[config.mk]
export PLATFORM = sky130hd
export DESIGN_NAME = rst_seq
export DESIGN_NICKNAME = d
export VERILOG_FILES = /design/src/rtl/rst_seq_pkg.sv /design/src/rtl/rst_sync.sv /design/src/rtl/rst_seq.sv
export SDC_FILE = /design/constraint.sdc
export NUM_CORES = 1
export LEC_CHECK = 0
export ABC_AREA = 1
export BUFFER_PORTS_ARGS = -buffer_cell sky130_fd_sc_hd__buf_2
export CORE_MARGIN = 3
export CORE_UTILIZATION = 40
export CTS_BUF_LIST = sky130_fd_sc_hd__clkbuf_4 sky130_fd_sc_hd__clkbuf_8 sky130_fd_sc_hd__clkbuf_16
export DETAILED_ROUTE_END_ITERATION = 6
export PLACE_DENSITY = 0.56
export SLEW_MARGIN = 20
export SYNTH_ARGS = -nofsm -noshare
export SYNTH_HDL_FRONTEND = slang
export SYNTH_SLANG_ARGS = --single-unit
[constraint.sdc]
create_clock -name clk_i -period 2.6 [get_ports clk_i]
set_clock_uncertainty 0.05 [all_clocks]
set_input_delay 0.26 -clock clk_i [delete_from_list [all_inputs] [get_ports clk_i]]
set_output_delay 0.26 -clock clk_i [all_outputs]
set_load 0.02 [all_outputs]
[src/rtl/rst_seq_pkg.sv]
// Shared types and helpers for the reset sequencer.
package rst_seq_pkg;

    typedef enum logic [2:0] {
        StSync,
        StGap,
        StRelease,
        StWait,
        StDone
    } rst_seq_state_e;

    // Width needed to hold the larger of the gap and ack-timeout counts.
    function automatic int unsigned cnt_width(input int unsigned gap, input int unsigned timeout);
        int unsigned m;
        m = (gap > timeout) ? gap : timeout;
        return $clog2(m + 1);
    endfunction

endpackage

[src/rtl/rst_sync.sv]
// Reset synchronizer: asserts asynchronously, deasserts after SyncStages clock edges.
module rst_sync #(
    parameter int unsigned SyncStages = 2
) (
    input  logic clk_i,
    input  logic rst_ni,
    output logic rst_no
);

    logic [SyncStages-1:0] sync_q;

    always_ff @(posedge clk_i or negedge rst_ni) begin
        if (!rst_ni) begin
            sync_q <= '0;
        end else begin
            sync_q <= {sync_q[SyncStages-2:0], 1'b1};
        end
    end

    assign rst_no = sync_q[SyncStages-1];

endmodule

[src/rtl/rst_seq.sv]
// Ordered release of NumDomains subsystem resets with programmable gap and software re-sequence.
// Define RST_SEQ_ACK_EN to gate each release on a synchronized per-domain ready with timeout.
module rst_seq
    import rst_seq_pkg::*;
#(
    parameter int unsigned NumDomains = 3,
    parameter int unsigned SyncStages = 2,
    parameter int unsigned ReleaseGap = 16,
    parameter int unsigned AckTimeout = 1024
) (
    input  logic                  clk_i,
    input  logic                  rst_ni,
    input  logic                  sw_rst_req_i,
    input  logic [NumDomains-1:0] dom_ready_i,
    output logic [NumDomains-1:0] rst_dom_no,
    output logic                  seq_done_o,
    output logic                  timeout_o
);

    localparam int unsigned CntW = cnt_width(ReleaseGap, AckTimeout);
    localparam int unsigned IdxW = (NumDomains > 1) ? $clog2(NumDomains) : 1;

    localparam logic [CntW-1:0] GapLast = CntW'(ReleaseGap - 1);
    localparam logic [CntW-1:0] CntMax  = '1;
    localparam logic [IdxW-1:0] IdxLast = IdxW'(NumDomains - 1);

    rst_seq_state_e        state_q, state_d;
    logic [IdxW-1:0]       idx_q, idx_d;
    logic [CntW-1:0]       cnt_q, cnt_d;
    logic [NumDomains-1:0] rst_dom_q, rst_dom_d;
    logic                  done_q, done_d;
    logic                  timeout_q, timeout_d;
    logic                  rst_sync_n;
    logic                  ack_ok;
    logic                  ack_expired;

    rst_sync #(
        .SyncStages(SyncStages)
    ) u_rst_sync (
        .clk_i (clk_i),
        .rst_ni(rst_ni),
        .rst_no(rst_sync_n)
    );

`ifdef RST_SEQ_ACK_EN
    localparam logic [CntW-1:0] AckLast = CntW'(AckTimeout - 1);

    logic [NumDomains-1:0] ready_meta_q, ready_sync_q;

    always_ff @(posedge clk_i or negedge rst_ni) begin
        if (!rst_ni) begin
            ready_meta_q <= '0;
            ready_sync_q <= '0;
        end else begin
            ready_meta_q <= dom_ready_i;
            ready_sync_q <= ready_meta_q;
        end
    end

    assign ack_ok      = ready_sync_q[idx_q];
    assign ack_expired = (cnt_q == AckLast);
`else
    logic unused_ready;
    assign unused_ready = ^dom_ready_i;
    assign ack_ok       = 1'b1;
    assign ack_expired  = 1'b0;
`endif

    always_comb begin
        state_d   = state_q;
        idx_d     = idx_q;
        cnt_d     = (cnt_q == CntMax) ? cnt_q : cnt_q + 1'b1;
        rst_dom_d = rst_dom_q;
        done_d    = (state_q == StDone);
        timeout_d = timeout_q;

        case (state_q)
            StSync: begin
                cnt_d = '0;
                if (rst_sync_n) begin
                    state_d = StGap;
                end
            end
            StGap: begin
                if (cnt_q == GapLast) begin
                    state_d = StRelease;
                    cnt_d   = '0;
                end
            end
            StRelease: begin
                rst_dom_d[idx_q] = 1'b1;
                state_d          = StWait;
                cnt_d            = '0;
            end
            StWait: begin
                if (ack_ok || ack_expired) begin
                    cnt_d = '0;
                    if (!ack_ok) begin
                        timeout_d = 1'b1;
                    end
                    if (idx_q == IdxLast) begin
                        state_d = StDone;
                    end else begin
                        idx_d   = idx_q + 1'b1;
                        state_d = StGap;
                    end
                end
            end
            StDone: begin
                state_d = StDone;
            end
            default: begin
                state_d = StSync;
            end
        endcase

        // A software request overrides any completion taken in the same cycle.
        if (sw_rst_req_i && (state_q != StSync)) begin
            state_d   = StGap;
            idx_d     = '0;
            cnt_d     = '0;
            rst_dom_d = '0;
            done_d    = 1'b0;
            timeout_d = timeout_q;
        end
    end

    always_ff @(posedge clk_i or negedge rst_ni) begin
        if (!rst_ni) begin
            state_q   <= StSync;
            idx_q     <= '0;
            cnt_q     <= '0;
            rst_dom_q <= '0;
            done_q    <= 1'b0;
            timeout_q <= 1'b0;
        end else begin
            state_q   <= state_d;
            idx_q     <= idx_d;
            cnt_q     <= cnt_d;
            rst_dom_q <= rst_dom_d;
            done_q    <= done_d;
            timeout_q <= timeout_d;
        end
    end

    assign rst_dom_no = rst_dom_q;
    assign seq_done_o = done_q;
    assign timeout_o  = timeout_q;

endmodule

## Word level (Yosys, flattened, before mapping)

Cells that the tools add are included.

- Register bits after elaboration: 22
- Bits of input ports: 6

- Bitwise operators: 1
- $add $sub $neg: 2
- Reduce and logical (&&, ||, !) cells: 9
- $lt $le $gt $ge: 2
- Mux-type cells: 17
- Equality and inequality tests: 10

Operators with widths:

| kind | count |
|---|---|
| $mux W11 | 3 |
| $pmux W11 S2 | 1 |
| $mux W3 | 6 |
| $pmux W3 S5 | 1 |
| $add A11 B1 Y11 const B | 1 |
| $eq A11 B11 Y1 const B | 1 |
| $eq A11 B4 Y1 const B | 1 |
| $eq A3 B2 Y1 const B | 2 |
| $mux W2 | 3 |
| $reduce_and A2 Y1 | 2 |
| $reduce_bool A2 Y1 | 2 |
| $eq A3 B1 Y1 const B | 1 |
| $eq A3 B3 Y1 const B | 1 |
| $logic_not A3 Y1 | 1 |
| $lt A2 B3 Y1 const B | 1 |
| $ne A3 B2 Y1 const B | 1 |
| $ne A3 B3 Y1 const B | 1 |
| $or A3 B3 Y3 | 1 |
| $reduce_bool A3 Y1 | 1 |
| $reduce_or A3 Y1 | 1 |
| $add A2 B1 Y2 const B | 1 |
| $demux W1 S2 | 1 |
| $eq A2 B2 Y1 const B | 1 |
| $ge A2 B1 Y1 const B | 1 |
| 3 further kinds | 5 |

## Longest topological paths before layout

Gate-level depths: netlist (run 1).

- Depth in word-level cells: 7
- Mapped depth: 8
- Depth with buffers taken out: 8

## By module

A second synthesis (run 1) with hierarchy kept.

- Cell total of the unflattened synthesis: 141
- Area, all modules: 1172.4 um^2

By module, submodules not included:

| module | cells an instance | instances | area each (um^2) |
|---|---|---|---|
| rst_seq | 138 | 1 | 1118.6 |
| rst_sync | 3 | 1 | 53.8 |

## Worst setup path after synthesis (run 1)

No wires, ideal clock.

- Path type: reg2reg
- Start point: reg cnt_q[0]
- End point: reg cnt_q[9]
- Clock period less this slack: 1392 ps
- Setup time: 113 ps
- Path slack: 1208 ps
- Stages on the path, launching flop included: 9
- Arrival time: 1229 ps
- Path through: dfrtp_1 ha_1 nand3_4 nor2_2 nand3_2 nand2_4 inv_2 nand2_1 inv_1

- Word-level cells in the longest chain between the ends: 5

RTL lines:

| element | line | RTL |
|---|---|---|
| from (decl) | rst_seq.sv:29 | `logic [CntW-1:0] cnt_q, cnt_d;` |
| from (signal assigned) | rst_seq.sv:139 | `cnt_q <= cnt_d;` |
| $add A11 B1 Y11 / $eq A11 B11 Y1 (equally long branches) | rst_seq.sv:72 | `cnt_d = (cnt_q == CntMax) ? cnt_q : cnt_q + 1'b1;` |
| $mux W11 | rst_seq.sv:72 |  |
| $mux W11 | rst_seq.sv:85 | `if (cnt_q == GapLast) begin` |
| $pmux W11 S2 (*) | rst_seq.sv:77 | `case (state_q)` |
| $mux W11 (*) | rst_seq.sv:118 | `if (sw_rst_req_i && (state_q != StSync)) begin` |
| via cnt_d[9] | rst_seq.sv:29 |  |

Mark *: on every way through the listed nets, which the timed path passes. The rest lies on a longest branch.
A chain may end at the register's enable or synchronous reset.

## Worst setup path in the final report (run 1)

Ends and elaborated chain as after synthesis.

==> impl_metrics.csv, run 1 <==
group,metric,value,unit
drt,vias,918,
drt,drc,0,
clocking,tritoncts,"done",
placed_design,gp_congestion,0.856,
critical_path,crit_type,"flop to flop",
finish,fin_nets,164,
sta,fin_crit_sh,61.2,%
power_and_ir_drop,leakagePower,0.636,nW
sta,fin_crit,1.59,ns
global_routing,grt_start_max_net_pins,23,
die,die_area,3630,um2
logic_synthesis,synth_nets,153,
critical_path,required,2.77,ns
global_routing,grt_pass1_wl,3780,um
die,rows,19,
logic_synthesis,synth.avg_cell_area,8.23,um2
logic_synthesis,ys_ff_latch,22,
critical_path,slowest_stage,"dfrtp_1",
global_routing,overflow,0,
power_and_ir_drop,p_switching,0.341,mW
clocking,path_clk_slew,0.13,ns
sta,drv_slew,0,
drt,first_pass_iters,4,
finish,post-route-util,46.8,%
sta,hold_violations,0,
power_and_ir_drop,p_int,0.643,mW
placed_design,hpwl,1580,um
drt,ant_nets,0,
power_and_ir_drop,powerDensity,756,nW/um2
critical_path,crit_path_max_fanout,10,
logic_synthesis,ys_types,24,
logic_synthesis,synthesis.instances,143,
placed_design,port_buffers,6,
drt,avgViaCountPerCell,4.99,
drt,wirelength,2110,um
finish,drive_gt1_share,15.0,%
drt,wl_per_cell,11.5,um
sta,fin_hold_ws,0.0838,ns
drt,first_iter_violations,22,
critical_path,start_kind,"flop",
sta,setup_viol,0,
placed_design,place_area,1240,um2
critical_path,crit_path_max_incr_delay,0.51,ns
clocking,htree_levels,1,
global_routing,track_usage,13.9,%
critical_path,crit_family,"simple AND/OR/NAND/NOR gates",
power_and_ir_drop,p_seq_share,44.3,%
hold_path,hp-class,"input pin to flop",
finish,fin_area,1300,um2
run_status,status,"finished, final reports clean",
die,die_w,60.3,um
logic_synthesis,yosysWarnings,0,
die,coreArea,2780,um2
clocking,cts_resized,0,
critical_path,cp-end-kind,"flop",
finish,fillers,273,
power_and_ir_drop,peakVddDrop,0.553,mV
global_routing,antenna_found_initial,0,
sta,max_freq,629,MHz
critical_path,path_cells,"ha_1, nand3_4, nor2_2, nand3_2, nand2_4, inv_2, nand2_1, inv_1",
finish,syn_to_final_growth,10.5,%
logic_synthesis,syn_area,1180,um2
die,initial_core_util,42.3,%
die,die-height,60.3,um
sta,fin_tns_setup,0,ns
power_and_ir_drop,switching_share,34.7,%
finish,layout_commonest_cell,"nand2_1",
power_and_ir_drop,pwr-share-comb,29.0,%
clocking,cts_buffers,3,
job,maxCapViolCount,0,
clocking,cts_sinks,22,
global_routing,grt_pass1_vias,890,
sta,grt_setup_unrepaired,"no",
power_and_ir_drop,pwr-share-clk,26.7,%
finish,layout_common_cells,"nand2_1 (23), nor2_1 (22), dfrtp_1 (22)",
critical_path,crit_buf_inv,2,
clocking,cts_root_buffer,"clkbuf_4",
clocking,clockBufferDepth,2,
critical_path,cp.arrival,1.76,ns
logic_synthesis,ys_seq_area_share,46.8,%
finish,diodes,0,
die,io_pins,11,
clocking,clk_latency,0.31,ns
[power by group through the flow]
stage | clock (mW) | combinational (mW) | sequential [mW]
floorplan | 0 | 0.208 | 0.445
global placement | 0 | 0.276 | 0.441
detailed placement | 0 | 0.286 | 0.443
CTS | 0.276 | 0.289 | 0.436
global route | 0.287 | 0.334 | 0.443
finish | 0.263 | 0.285 | 0.436
[stage by stage]
stage	power, mW	instances	worst slack (ns)
floorplan	0.653	143	1.21
detailed placement	0.729	179	1.01
global route	1.06	184	0.867
CTS	1.00	184	0.994
finish	0.984	184	1.01
global placement	0.717	179	1.04
[area by class of cell]
cell class	instances	area (um2)	area share (%)
Clock inverter	1	30.0	2.31
Tap cell	31	38.8	2.98
Timing Repair Buffer	7	40.0	3.08
Sequential cell	22	551	42.3
Multi-Input combinational cell	100	544	41.8
Clock buffer	3	22.5	1.73
Inverter	20	75.1	5.77
[Yosys cell counts (all sizes together)]
cell type	instances	area, um2
inv	20	75.1
nor3	2	15.0
nor2	25	101
nand3	17	115
o21ai	9	52.6
xnor2	1	8.76
nand4	1	6.26
conb	2	7.51
a21oi	10	50.1
nand3b	1	7.51
nand2	25	104
xor2	3	26.3
buf	1	7.51
ha	4	50.1
dfrtp	22	551
[kinds of logic (layout without fill, tap and decap cells)]
family	Yosys count	after routing	share of synthesized area, %
xor+xnor	4	4	2.98
other cells	2	2	0.638
fa+ha+maj	4	4	4.25
buf+inv	21	31	7.01
compound gates	19	19	8.71
simple gates	71	71	29.6
flops	22	22	46.8
[registers in the layout, indices dropped and copies added (netlist names)]
signal / count
seq_done_o: 1
idx_q: 2
rst_dom_no: 3
cnt_q: 11
state_q: 3
u_rst_sync.sync_q: 2
[routing by layer]
layer  vias up  wire [um]  GRT usage [%]
li1        474          -              -
met1       433        993           16.9
met2         9       1060           24.4
met3         2         39           1.94
met4         0         16           5.70
met5         -          0              0
[worst paths after layout]
check / end / start / slack [ns] / cells after the start
worst max-delay path: cnt_q[9]$_DFF_PN0_ / cnt_q[0]$_DFF_PN0_ / 1.01 / 8
worst min-delay path: seq_done_o$_DFF_PN0_ / sw_rst_req_i / 0.08 / 2
worst max register to register: cnt_q[9]$_DFF_PN0_ / cnt_q[0]$_DFF_PN0_ / 1.01 / 8
worst min register to register: u_rst_sync.sync_q[1]$_DFF_PN0_ / u_rst_sync.sync_q[0]$_DFF_PN0_ / 0.31 / 0
max in group asynchronous: cnt_q[1]$_DFF_PN0_ / rst_ni / 1.80 / 2
min in group asynchronous: cnt_q[9]$_DFF_PN0_ / rst_ni / 0.38 / 2
[timing repair]
item | in CTS | in global routing
setup buffers | 0 | 0
hold buffers | 1 | 0
setup endpoints to repair | 0 | 0
hold endpoints to repair | 22 | 0
(Power assumes the default switching activity.)
==> run 2, diff against run 1 <==
- clock period: 2.6 -> 1.6 ns (I/O delays scaled with it)
==> run 2 against run 1 <==
  * Cell count rose by 1.1%
  * Sequential power rose by 59%
  * Worst hold slack improved by 0.20 ns
  * Maximum frequency rose by 7.1%
  * Sequential share of layout area barely moved
  * Via count fell by 1.5%
  * Sequential cell count did not move
  * Register-to-register slack got worse by 0.89 ns
  * Die area did not move
  * Combinational power rose by 72%
  * Critical endpoint unchanged
  * Largest cell class unchanged
  * Highest routed layer unchanged
==> impl_metrics.csv, run 2 (synthesis results as in run 1) <==
group,metric,value,unit
run_status,status,"finished, final reports clean",
clocking,cts_setup_buffers,0,
clocking,hold_buffers,2,
drt,first_pass_iters,4,
hold_path,hp-class,"input pin to async pin",
drt,wl_per_cell,11.5,um
sta,fin_tns_setup,0,ns
sta,fin_crit,1.48,ns
sta,max_freq,674,MHz
global_routing,overflow,0,
die,initial_core_util,42.3,%
power_and_ir_drop,p_int,0.943,mW
finish,diodes,0,
power_and_ir_drop,report.power.total,1.49,mW
drt,wirelength,2150,um
sta,grt_setup_unrepaired,"no",
global_routing,grt_pass1_wl,3860,um
clocking,cts_resized,0,
sta,setup_viol,0,
critical_path,crit_type,"flop to flop",
finish,fin_nets,166,
critical_path,start_kind,"flop",
clocking,cts_buffers,3,
power_and_ir_drop,pwr-share-comb,32.8,%
placed_design,gp_congestion,0.813,
power_and_ir_drop,leakagePower,0.639,nW
die,io_pins,11,
sta,fin_crit_sh,92.8,%
power_and_ir_drop,p_switching,0.548,mW
clocking,cts_sinks,22,
critical_path,required,1.76,ns
die,die_w,60.3,um
die,die-height,60.3,um
power_and_ir_drop,pwr-share-clk,20.7,%
clocking,clk_latency,0.31,ns
finish,syn_to_final_growth,10.6,%
drt,avgViaCountPerCell,4.86,
global_routing,grt_pass1_vias,879,
critical_path,cp.arrival,1.65,ns
drt,vias,904,
power_and_ir_drop,powerDensity,1140,nW/um2
finish,drive_gt1_share,15.5,%
placed_design,hpwl,1590,um
finish,layout_common_cells,"nand2_1 (23), nor2_1 (22), dfrtp_1 (22)",
clocking,htree_levels,1,
finish,layout_commonest_cell,"nand2_1",
global_routing,antenna_found_initial,0,
critical_path,crit_path_max_fanout,10,
die,die_area,3630,um2
sta,hold_violations,0,
critical_path,worstReg2RegStart,"cnt_q[1]$_DFF_PN0_",
clocking,tritoncts,"done",
clocking,cts_root_buffer,"clkbuf_4",
die,coreArea,2780,um2
sta,drv_slew,0,
clocking,path_clk_slew,0.13,ns
global_routing,grt_start_max_net_pins,23,
placed_design,port_buffers,6,
finish,largest_reg_flops,11,
drt,drc,0,
die,rows,19,
power_and_ir_drop,p_seq_share,46.5,%
global_routing,track_usage,14.2,%
critical_path,cp-end-kind,"flop",
job,maxCapViolCount,0,
clocking,clockBufferDepth,2,
critical_path,critPathLaunch,"cnt_q[1]$_DFF_PN0_",
power_and_ir_drop,switching_share,36.8,%
finish,largest-register,"cnt_q",
power_and_ir_drop,peakVddDrop,0.756,mV
drt,first_iter_violations,38,
drt,ant_nets,0,
## run 2: changes by cell type in the layout (fill, tap and decap cells not counted)
cell | previous run | this run
buf_4 | 0 | 1
bufinv_16 | 1 | 0
clkbuf_8 | 0 | 1
dlygate4sd3_1 | 1 | 2
## run 2: final cells by class
class	count	area, um2
fillers	272	1480
flip-flops and latches	22	551
multi-input cells	100	544
inverters	20	75.1
repair buffers	9	57.6
well taps	31	38.8
clock buffers	4	36.3
## run 2: routing by layer
layer  wire length [um]  up-vias  share of wire, %  GRT usage, %
li1                   -      473                 -             -
met1               1030      417                48          19.3
met2               1040       12                49          22.2
met3                 53        2               2.5          1.94
met4                 16        0              0.75          6.65
met5                  0        -                 0             0
## run 2: worst paths after layout
| check | endpoint | slack, ns | cells past startpoint |
|---|---|---|---|
| hold / removal | cnt_q[3]$_DFF_PN0_ | 0.28 | 2 |
| setup / recovery | cnt_q[9]$_DFF_PN0_ | 0.12 | 8 |
| max in group asynchronous | cnt_q[8]$_DFF_PN0_ | 0.88 | 2 |
| setup reg to reg | cnt_q[9]$_DFF_PN0_ | 0.12 | 8 |
| hold reg to reg | u_rst_sync.sync_q[1]$_DFF_PN0_ | 0.31 | 0 |
| min in group clk_i | u_rst_sync.sync_q[1]$_DFF_PN0_ | 0.31 | 0 |
## run 2: power groups by stage
stage	Clock [mW]	Sequential, mW	Combinational [mW]
after floorplan	0	0.723	0.338
after global placement	0	0.701	0.479
after detailed placement	0	0.704	0.491
after CTS	0.324	0.693	0.498
after global routing	0.350	0.705	0.571
final	0.309	0.693	0.489
## run 2: worst max-delay path: stages, from the launching register on
cell,delay [ns]
dfrtp_1,0.40
ha_1,0.26
nand3_4,0.13
nor2_2,0.17
nand3_2,0.10
nand2_4,0.15
inv_2,0.04
nand2_1,0.05
inv_1,0.03
## run 2: metrics by stage
| step | cells | hold WS [ns] | setup WS, ns | cell area [um2] | utilization (%) |
|---|---|---|---|---|---|
| 6_report | 186 | 0.282 | 0.116 | 1300 | 46.8 |
| 5_1_grt | 186 | 0.305 | 0.00530 | 1300 | 46.8 |
| 4_1_cts | 186 | 0.297 | 0.109 | 1300 | 46.8 |
| 3_5_place_dp | 180 | 0.112 | 0.133 | 1250 | 44.8 |
| 3_3_place_gp | 180 | 0.106 | 0.180 | 1250 | 44.8 |
| 2_1_floorplan | 143 | -0.186 | 0.208 | 1180 | - |
